==> config.mk <==
export PLATFORM = sky130hd
export DESIGN_NAME = hazard_scoreboard
export DESIGN_NICKNAME = d
export VERILOG_FILES = /design/src/rtl/hazard_scoreboard.sv
export SDC_FILE = /design/constraint.sdc
export NUM_CORES = 1
export LEC_CHECK = 0
export ABC_AREA = 1
export CAP_MARGIN = 20
export CORE_AREA = 4 4 86 88
export DETAILED_ROUTE_END_ITERATION = 7
export DIE_AREA = 0 0 90 92
export PLACE_DENSITY = 0.8
export SYNTH_ARGS = -nofsm -noshare
export SYNTH_HDL_FRONTEND = slang
export SYNTH_SLANG_ARGS = --single-unit
==> constraint.sdc <==
create_clock -name clk -period 2.7 [get_ports clk]
set_clock_uncertainty 0.2 [all_clocks]
set_input_delay 0.54 -clock clk [delete_from_list [all_inputs] [get_ports clk]]
set_output_delay 0.54 -clock clk [all_outputs]
set_load 0.01 [all_outputs]
==> src/rtl/hazard_scoreboard.sv <==
// Writeback tracker and hazard unit: decodes the ID instruction, mirrors its
// destination record through EX..WB, and derives forwarding selects, a
// load-use / late-result stall, and a saturating stall-cycle counter.
module hazard_scoreboard #(
   parameter int DEPTH     = 3,
   parameter int LATE_LAT  = 1,
   parameter int JUMP_LATE = 0,
   parameter int SELW      = $clog2(DEPTH + 1)
) (
   input  logic            clk,
   input  logic            rst_n,
   input  logic [31:0]     id_inst,
   input  logic            id_valid,
   input  logic            flush,
   output logic            stall,
   output logic [SELW-1:0] fwd_rs1,
   output logic [SELW-1:0] fwd_rs2,
   output logic [4:0]      ws,
   output logic [31:0]     stall_cnt
);

   localparam logic [4:0] OP_LOAD  = 5'b00000;
   localparam logic [4:0] OP_ICAL  = 5'b00100;
   localparam logic [4:0] OP_AUIPC = 5'b00101;
   localparam logic [4:0] OP_S     = 5'b01000;
   localparam logic [4:0] OP_R     = 5'b01100;
   localparam logic [4:0] OP_LUI   = 5'b01101;
   localparam logic [4:0] OP_B     = 5'b11000;
   localparam logic [4:0] OP_JALR  = 5'b11001;
   localparam logic [4:0] OP_JAL   = 5'b11011;

   logic [4:0]      opc, rd, rs1, rs2;
   logic            dec_we, dec_late, use_rs1, use_rs2;
   logic [SELW-1:0] sel1, sel2;
   logic            late1, late2;
   logic            unused_bits;

   // Entry 0 = EX, DEPTH-1 = WB.
   logic            ent_v    [DEPTH];
   logic [4:0]      ent_rd   [DEPTH];
   logic            ent_we   [DEPTH];
   logic            ent_late [DEPTH];

   assign opc         = id_inst[6:2];
   assign rd          = id_inst[11:7];
   assign rs1         = id_inst[19:15];
   assign rs2         = id_inst[24:20];
   assign ws          = rd;
   assign unused_bits = ^{id_inst[31:25], id_inst[14:12], id_inst[1:0]};

   // Decode write-enable, late-result and source-usage flags of the ID instruction.
   always_comb begin
      dec_we   = 1'b0;
      dec_late = 1'b0;
      use_rs1  = 1'b0;
      use_rs2  = 1'b0;
      case (opc)
         OP_R:          begin dec_we = 1'b1; use_rs1 = 1'b1; use_rs2 = 1'b1; end
         OP_S, OP_B:    begin use_rs1 = 1'b1; use_rs2 = 1'b1; end
         OP_ICAL:       begin dec_we = 1'b1; use_rs1 = 1'b1; end
         OP_LOAD:       begin dec_we = 1'b1; dec_late = 1'b1; use_rs1 = 1'b1; end
         OP_JALR:       begin dec_we = 1'b1; dec_late = (JUMP_LATE != 0); use_rs1 = 1'b1; end
         OP_JAL:        begin dec_we = 1'b1; dec_late = (JUMP_LATE != 0); end
         OP_LUI, OP_AUIPC: dec_we = 1'b1;
         default:       ;
      endcase
      if (rd == 5'd0) dec_we = 1'b0;
   end

   // Youngest-match search: scan oldest to youngest so the lowest entry wins.
   always_comb begin
      sel1  = '0;
      sel2  = '0;
      late1 = 1'b0;
      late2 = 1'b0;
      for (int unsigned i = DEPTH; i > 0; i--) begin
         if (ent_v[i-1] && ent_we[i-1] && (ent_rd[i-1] == rs1) && (rs1 != 5'd0)) begin
            sel1  = SELW'(i);
            late1 = ent_late[i-1] && (int'(i) <= LATE_LAT);
         end
         if (ent_v[i-1] && ent_we[i-1] && (ent_rd[i-1] == rs2) && (rs2 != 5'd0)) begin
            sel2  = SELW'(i);
            late2 = ent_late[i-1] && (int'(i) <= LATE_LAT);
         end
      end
   end

   assign fwd_rs1 = id_valid ? sel1 : '0;
   assign fwd_rs2 = id_valid ? sel2 : '0;
   assign stall   = id_valid & ~flush & ((use_rs1 & late1) | (use_rs2 & late2));

   // Shift the scoreboard; entry 0 takes the ID record or a bubble.
   always_ff @(posedge clk) begin
      if (!rst_n) begin
         for (int unsigned i = 0; i < DEPTH; i++) begin
            ent_v[i]    <= 1'b0;
            ent_rd[i]   <= '0;
            ent_we[i]   <= 1'b0;
            ent_late[i] <= 1'b0;
         end
      end else begin
         for (int unsigned i = 1; i < DEPTH; i++) begin
            ent_v[i]    <= ent_v[i-1];
            ent_rd[i]   <= ent_rd[i-1];
            ent_we[i]   <= ent_we[i-1];
            ent_late[i] <= ent_late[i-1];
         end
         ent_v[0]    <= id_valid & ~stall & ~flush;
         ent_rd[0]   <= rd;
         ent_we[0]   <= dec_we;
         ent_late[0] <= dec_late;
      end
   end

   // Saturating count of stall cycles.
   always_ff @(posedge clk) begin
      if (!rst_n)
         stall_cnt <= '0;
      else if (stall && (stall_cnt != '1))
         stall_cnt <= stall_cnt + 32'd1;
   end

endmodule

=== Word level (Yosys, flattened, before mapping) ===
Memory sizes are Yosys's and may differ from the RTL's.
Index checks and enable logic that the tools add are counted.

* Input bits: 36
* Bits in writable memories: 24
* Logic and storage cells: 94
* Memories: 4
* Register bits: 32
* Output and inout port bits: 42

* Add/subtract/negate cells: 1
* Multiplexer cells: 29
* Reduce and logical (&&, ||, !) cells: 23
* Equality and inequality tests: 15
* Bitwise operators: 21

{| class="wikitable"
|+ Memories
! name !! depth !! width !! rd ports !! clocked after memory_dff !! write ports !! line !! text
|-
| ent_rd || 3 || 5 || 3 || 0 || 3 || 40 || <nowiki>logic [4:0] ent_rd [DEPTH];</nowiki>
|-
| ent_late || 3 || 1 || 2 || 0 || 3 || 42 || <nowiki>logic ent_late [DEPTH];</nowiki>
|-
| ent_v || 3 || 1 || 3 || 0 || 3 || 39 || <nowiki>logic ent_v [DEPTH];</nowiki>
|-
| ent_we || 3 || 1 || 3 || 0 || 3 || 41 || <nowiki>logic ent_we [DEPTH];</nowiki>
|}

{| class="wikitable"
|+ Operators with widths
! operator !! count
|-
| 32-bit by 1-bit adder with 32-bit output, second input constant || 1
|-
| 32-bit != test, second input constant || 1
|-
| 5-bit equality test || 6
|-
| 1-bit two-way mux || 18
|-
| 1-bit logical AND || 16
|-
| 2-bit two-way mux || 8
|-
| 5-bit by 4-bit equality test with 1-bit output, second input constant || 3
|-
| 5-bit equality test, second input constant || 3
|-
| 5-bit two-way mux || 3
|-
| 1-bit bitwise OR || 13
|-
| 5-bit by 3-bit equality test with 1-bit output, second input constant || 2
|-
| 5-bit logical NOT || 2
|-
| 5-bit nonzero test || 2
|-
| 7-bit OR reduction || 1
|-
| 1-bit AND || 6
|-
| 6-bit OR reduction || 1
|-
| 3-bit OR reduction || 1
|-
| 1-bit inverter || 2
|}

=== Longest topological paths before layout ===
Gate-level depths: netlist of the first run.

* Depth after elaboration: 11
* Depth in mapped cells: 13
* Mapped depth without buffers: 12

=== Worst setup path after synthesis of the first run ===
No wires, ideal clock.

* Kind: in2out
* Start point: input id_inst[2]
* End point: output stall
* Required time: 1.960 ns
* Cell stages on the path: 8
* Setup slack: 0.529 ns
* Arrival: 1.431 ns
* Buffers on the path: 1
* Cell sequence: nor2_1 o211ai_1 nand3_1 nand3_2 nand2_4 buf_6 nand2_4 inv_1

* Longest elaborated chain between the ends: 6
* Elaborated cells between the ends (all ways): 14
* Classes of those cells: eq/ne: 5; mux: 2; bitwise: 4; reduce/logical: 3

{| class="wikitable"
|+ Ends and longest elaborated chain
! item !! line !! text
|-
| start, declared || 12 || <nowiki>input logic [31:0] id_inst,</nowiki>
|-
| 5-bit by 4-bit equality test with 1-bit output, or another cell as far along || 57 || <nowiki>case (opc)</nowiki>
|-
| 6-bit OR reduction (no source line) or 3-bit OR reduction (tied branches) || -- ||
|-
| 1-bit two-way mux || 57 ||
|-
| 1-bit AND || 90 || <nowiki>assign stall = id_valid & ~flush & ((use_rs1 & late1) | (use_rs2 & late2));</nowiki>
|-
| 1-bit bitwise OR (*) || 90 ||
|-
| 1-bit AND (*) || 90 ||
|-
| end, declared || 15 || <nowiki>output logic stall,</nowiki>
|}

Mark *: on every way between the ends. The rest lies on a longest branch, timed or not.

=== Worst setup path in the final report of the first run ===
* Start point: input id_inst[6]
* End point: output stall

The elaborated chain is that of the path after synthesis.

==> impl_metrics.yaml, run 1 <==
status:
  status: "finished clean"
place:
  gp_congestion: 0.916
  dp_slack_ns: -0.545
  io_buffers: 65
  dpl.hpwl_um: 7060
  dp_cells: 761
worst_setup_path:
  cp_top_family: "buffers and inverters"
  cp-startpoint: "id_inst[6]"
  slowest_stage: "clkdlybuf4s50_1"
  critical-path-max-stage-delay_ns: 0.54
  rr_endpoint: "stall_cnt[29]"
  rr_startpoint: "stall_cnt[0]"
  cp.buffers_inverters: 4
  critical_path.startpoint_type: "primary input"
  crit_fanout: 3
  path_cells: "clkdlybuf4s50_1 > inv_1 > o211ai_1 > nand3_2 > nand3_2 > nand2_4 > nand2_4 > inv_1 > buf_2"
  critPathCaptureType: "output port"
  required_ns: 1.96
  r2r_slack_ns: 0.35
  path_class: "in -> out"
  arrival_ns: 1.88
  worstRegToRegCells: 13
worst_hold_path:
  hold_path.class: "reg -> reg"
  min_path_cells: 2
  min_to: "ent_we[0][2]"
  min-delay-start: "ent_we[0][1]"
cts:
  clock_sinks: 54
  cts-root-buf: "clkbuf_8"
  hold_buffers: 0
  clkTransAtPathRegs_ns: 0.10
  clockBufferDepth: 2
  clk_latency_ns: 0.32
  cts_tree: "done"
  h-tree-depth: 2
  numCtsBuffers: 5
grt:
  grt_pass1_vias: 3570
  grt_overflow_total: 0
  grt_use_total_pct: 23.3
  antenna_found_initial: 0
  grt_first_pass_wirelength_um: 16100
  grt_max_degree: 57
finish:
  antennaDiodeCount: 0
  multi_input_area_um2: 1920
  most-common-layout-cells: "nand2_1 (177), inv_1 (123), nor2_1 (88), dfxtp_1 (52), clkdlybuf4s50_1 (47)"
  nFillCells: 630
  post-route-util_pct: 68.2
  regArea_um2: 1080
  nets: 733
  drive_above_1_share_pct: 10.8
  final_common_cell: "nand2_1"
  area_delta_synth_final_pct: 26.6
  finalNonFillerCells: 777
timing:
  fin_ws_ns: 0.0777
  rsz0062_at_grt: "false"
  slew_headroom_pct: 64.8
  fin_crit_ns: 2.62
  holdWs_ns: 0.230
  finalMaxSlewViolations: 0
  fin_crit_sh_pct: 97.1
  tightest_slew_ns: 0.528
  finalSetupViolCount: 0
  fmax_mhz: 381
  finalHoldViolations: 0
logic_synthesis:
  synth_seq_area_share_pct: 30.2
  synth_nets: 653
  synthDistinctLibCells: 35
  yosysWarnings: 0
  syn_area_um2: 3580
  synth_seq_cells: 54
  synthCells: 616
  postSynthAreaPerCell_um2: 5.81
die:
  ios: 78
  start_util_pct: 53.8
  core-area_um2: 6640
  die_area_um2: 8280
  die_x_um: 90
  rows: 30
  die_h_um: 92
job:
  maxCapViolations: 0
detailed_routing:
  vias: 3882
  wl_per_cell_um: 12.1
  first_pass_iters: 4
  drt-vias-per-instance: 5.00
  route.final.wire_length_um: 9420
  post-route-drc-count: 0
  ant_nets: 0
  drtIter0Drc: 206
power:
  vdd_ir_drop_max_v: 0.000246
  leakage_nw: 2.25
  powerDensity_nw_per_um2: 334
==> cells by family after synthesis <==
kind of cell               synth area share [%]
and+or+nand+nor                            46.6
buffers and inverters                      17.0
DFF                                        30.2
AOI/OAI and AO/OA                          2.69
xor gates and xnor gates                   3.18
adders and majority gates                 0.350
==> timing repair <==
| action | 4_1_cts | 5_1_grt |
|---|---|---|
| pin swaps | 6 | 2 |
| gates resized for setup | 30 | 21 |
| endpoints found under the setup margin | 5 | 8 |
| setup buffers | 8 | 0 |
==> worst min-delay path, delay by kind of cell, from the launching register on <==
kind	cells	cell delay, ns
DFF	1	0.32
and+or+nand+nor	1	0.05
buffers and inverters	1	0.03
==> worst max-delay path by stage <==
stage | to | slack (ns) | cells after the start
final | stall | 0.08 | 9
after global routing | fwd_rs1[1] | 0.003 | 12
after CTS | fwd_rs1[1] | 0.03 | 12
after detailed placement | fwd_rs2[1] | -0.55 | 10
after global placement | fwd_rs2[1] | -0.49 | 8
after floorplan | stall | 0.53 | 8
==> power by group <==
part | switching, mW | internal (mW) | total [mW]
clock network | 0.302 | 0.195 | 0.497
registers | 0.0123 | 0.808 | 0.821
logic | 0.104 | 0.0890 | 0.193
==> metrics by stage <==
stage	power [mW]	cell area (um2)	TNS [ns]
2_1_floorplan	0.929	3580	0
3_3_place_gp	1.02	4380	-5.48
3_5_place_dp	1.02	4380	-6.76
4_1_cts	1.52	4530	0
5_1_grt	1.58	4530	0
6_report	1.51	4530	0
==> per-layer routing <==
metal / vias up / GRT usage [%] / share of wire [%]
li1: 2035 / - / -
met1: 1761 / 32.6 / 50
met2: 76 / 36.7 / 44
met3: 10 / 3.86 / 5.1
met4: 0 / 7.53 / 1.3
met5: - / 0 / 0
==> cells in the mapped netlist <==
master	count	area, um2
a211oi_1	1	7.51
a21oi_1	3	15.0
a31oi_1	1	6.26
and3_1	1	6.26
buf_1	4	15.0
buf_2	5	25.0
buf_4	7	52.6
buf_6	1	11.3
clkbuf_1	7	26.3
dfxtp_1	54	1080
ha_1	1	12.5
inv_1	126	473
inv_2	1	3.75
nand2_1	177	664
nand2_2	1	6.26
nand2_4	2	22.5
nand3_1	47	235
nand3_2	2	20.0
nand3b_1	1	7.51
nand4_1	35	219
nor2_1	93	349
nor2_2	6	37.5
nor3_1	11	55.1
nor3_2	1	10.0
nor4_1	1	6.26
o2111ai_1	2	17.5
o211ai_1	1	7.51
o21ai_0	4	20.0
o21bai_1	1	7.51
o22ai_1	1	6.26
o2bb2ai_1	1	8.76
or2_2	3	18.8
or4_1	1	7.51
xnor2_1	9	78.8
xor2_1	4	35.0
==> layout make-up <==
type,instances,area share [%]
Tap cell,80,2.21
Sequential cell,54,23.9
Clock inverter,3,0.636
Clock buffer,5,1.52
Timing Repair Buffer,97,18.8
Inverter,127,10.5
Multi-Input combinational cell,411,42.4
==> flip-flops by register name (all words and copies together), names as in the netlist <==
signal	flops
ent_v	3
ent_we	3
stall_cnt	32
ent_rd	15
ent_late	1
No activity file was read; power rests on OpenSTA's default activity.
==> run 2, diff against run 1 <==
--- a/config.mk
+++ b/config.mk
@@ -11,6 +11,7 @@
 export DETAILED_ROUTE_END_ITERATION = 7
 export DIE_AREA = 0 0 90 92
 export PLACE_DENSITY = 0.8
+export SLEW_MARGIN = 20
 export SYNTH_ARGS = -nofsm -noshare
 export SYNTH_HDL_FRONTEND = slang
 export SYNTH_SLANG_ARGS = --single-unit
==> results of run 2 <==
Same layout as run 1: the final DEF is identical, and so are final timing and power.
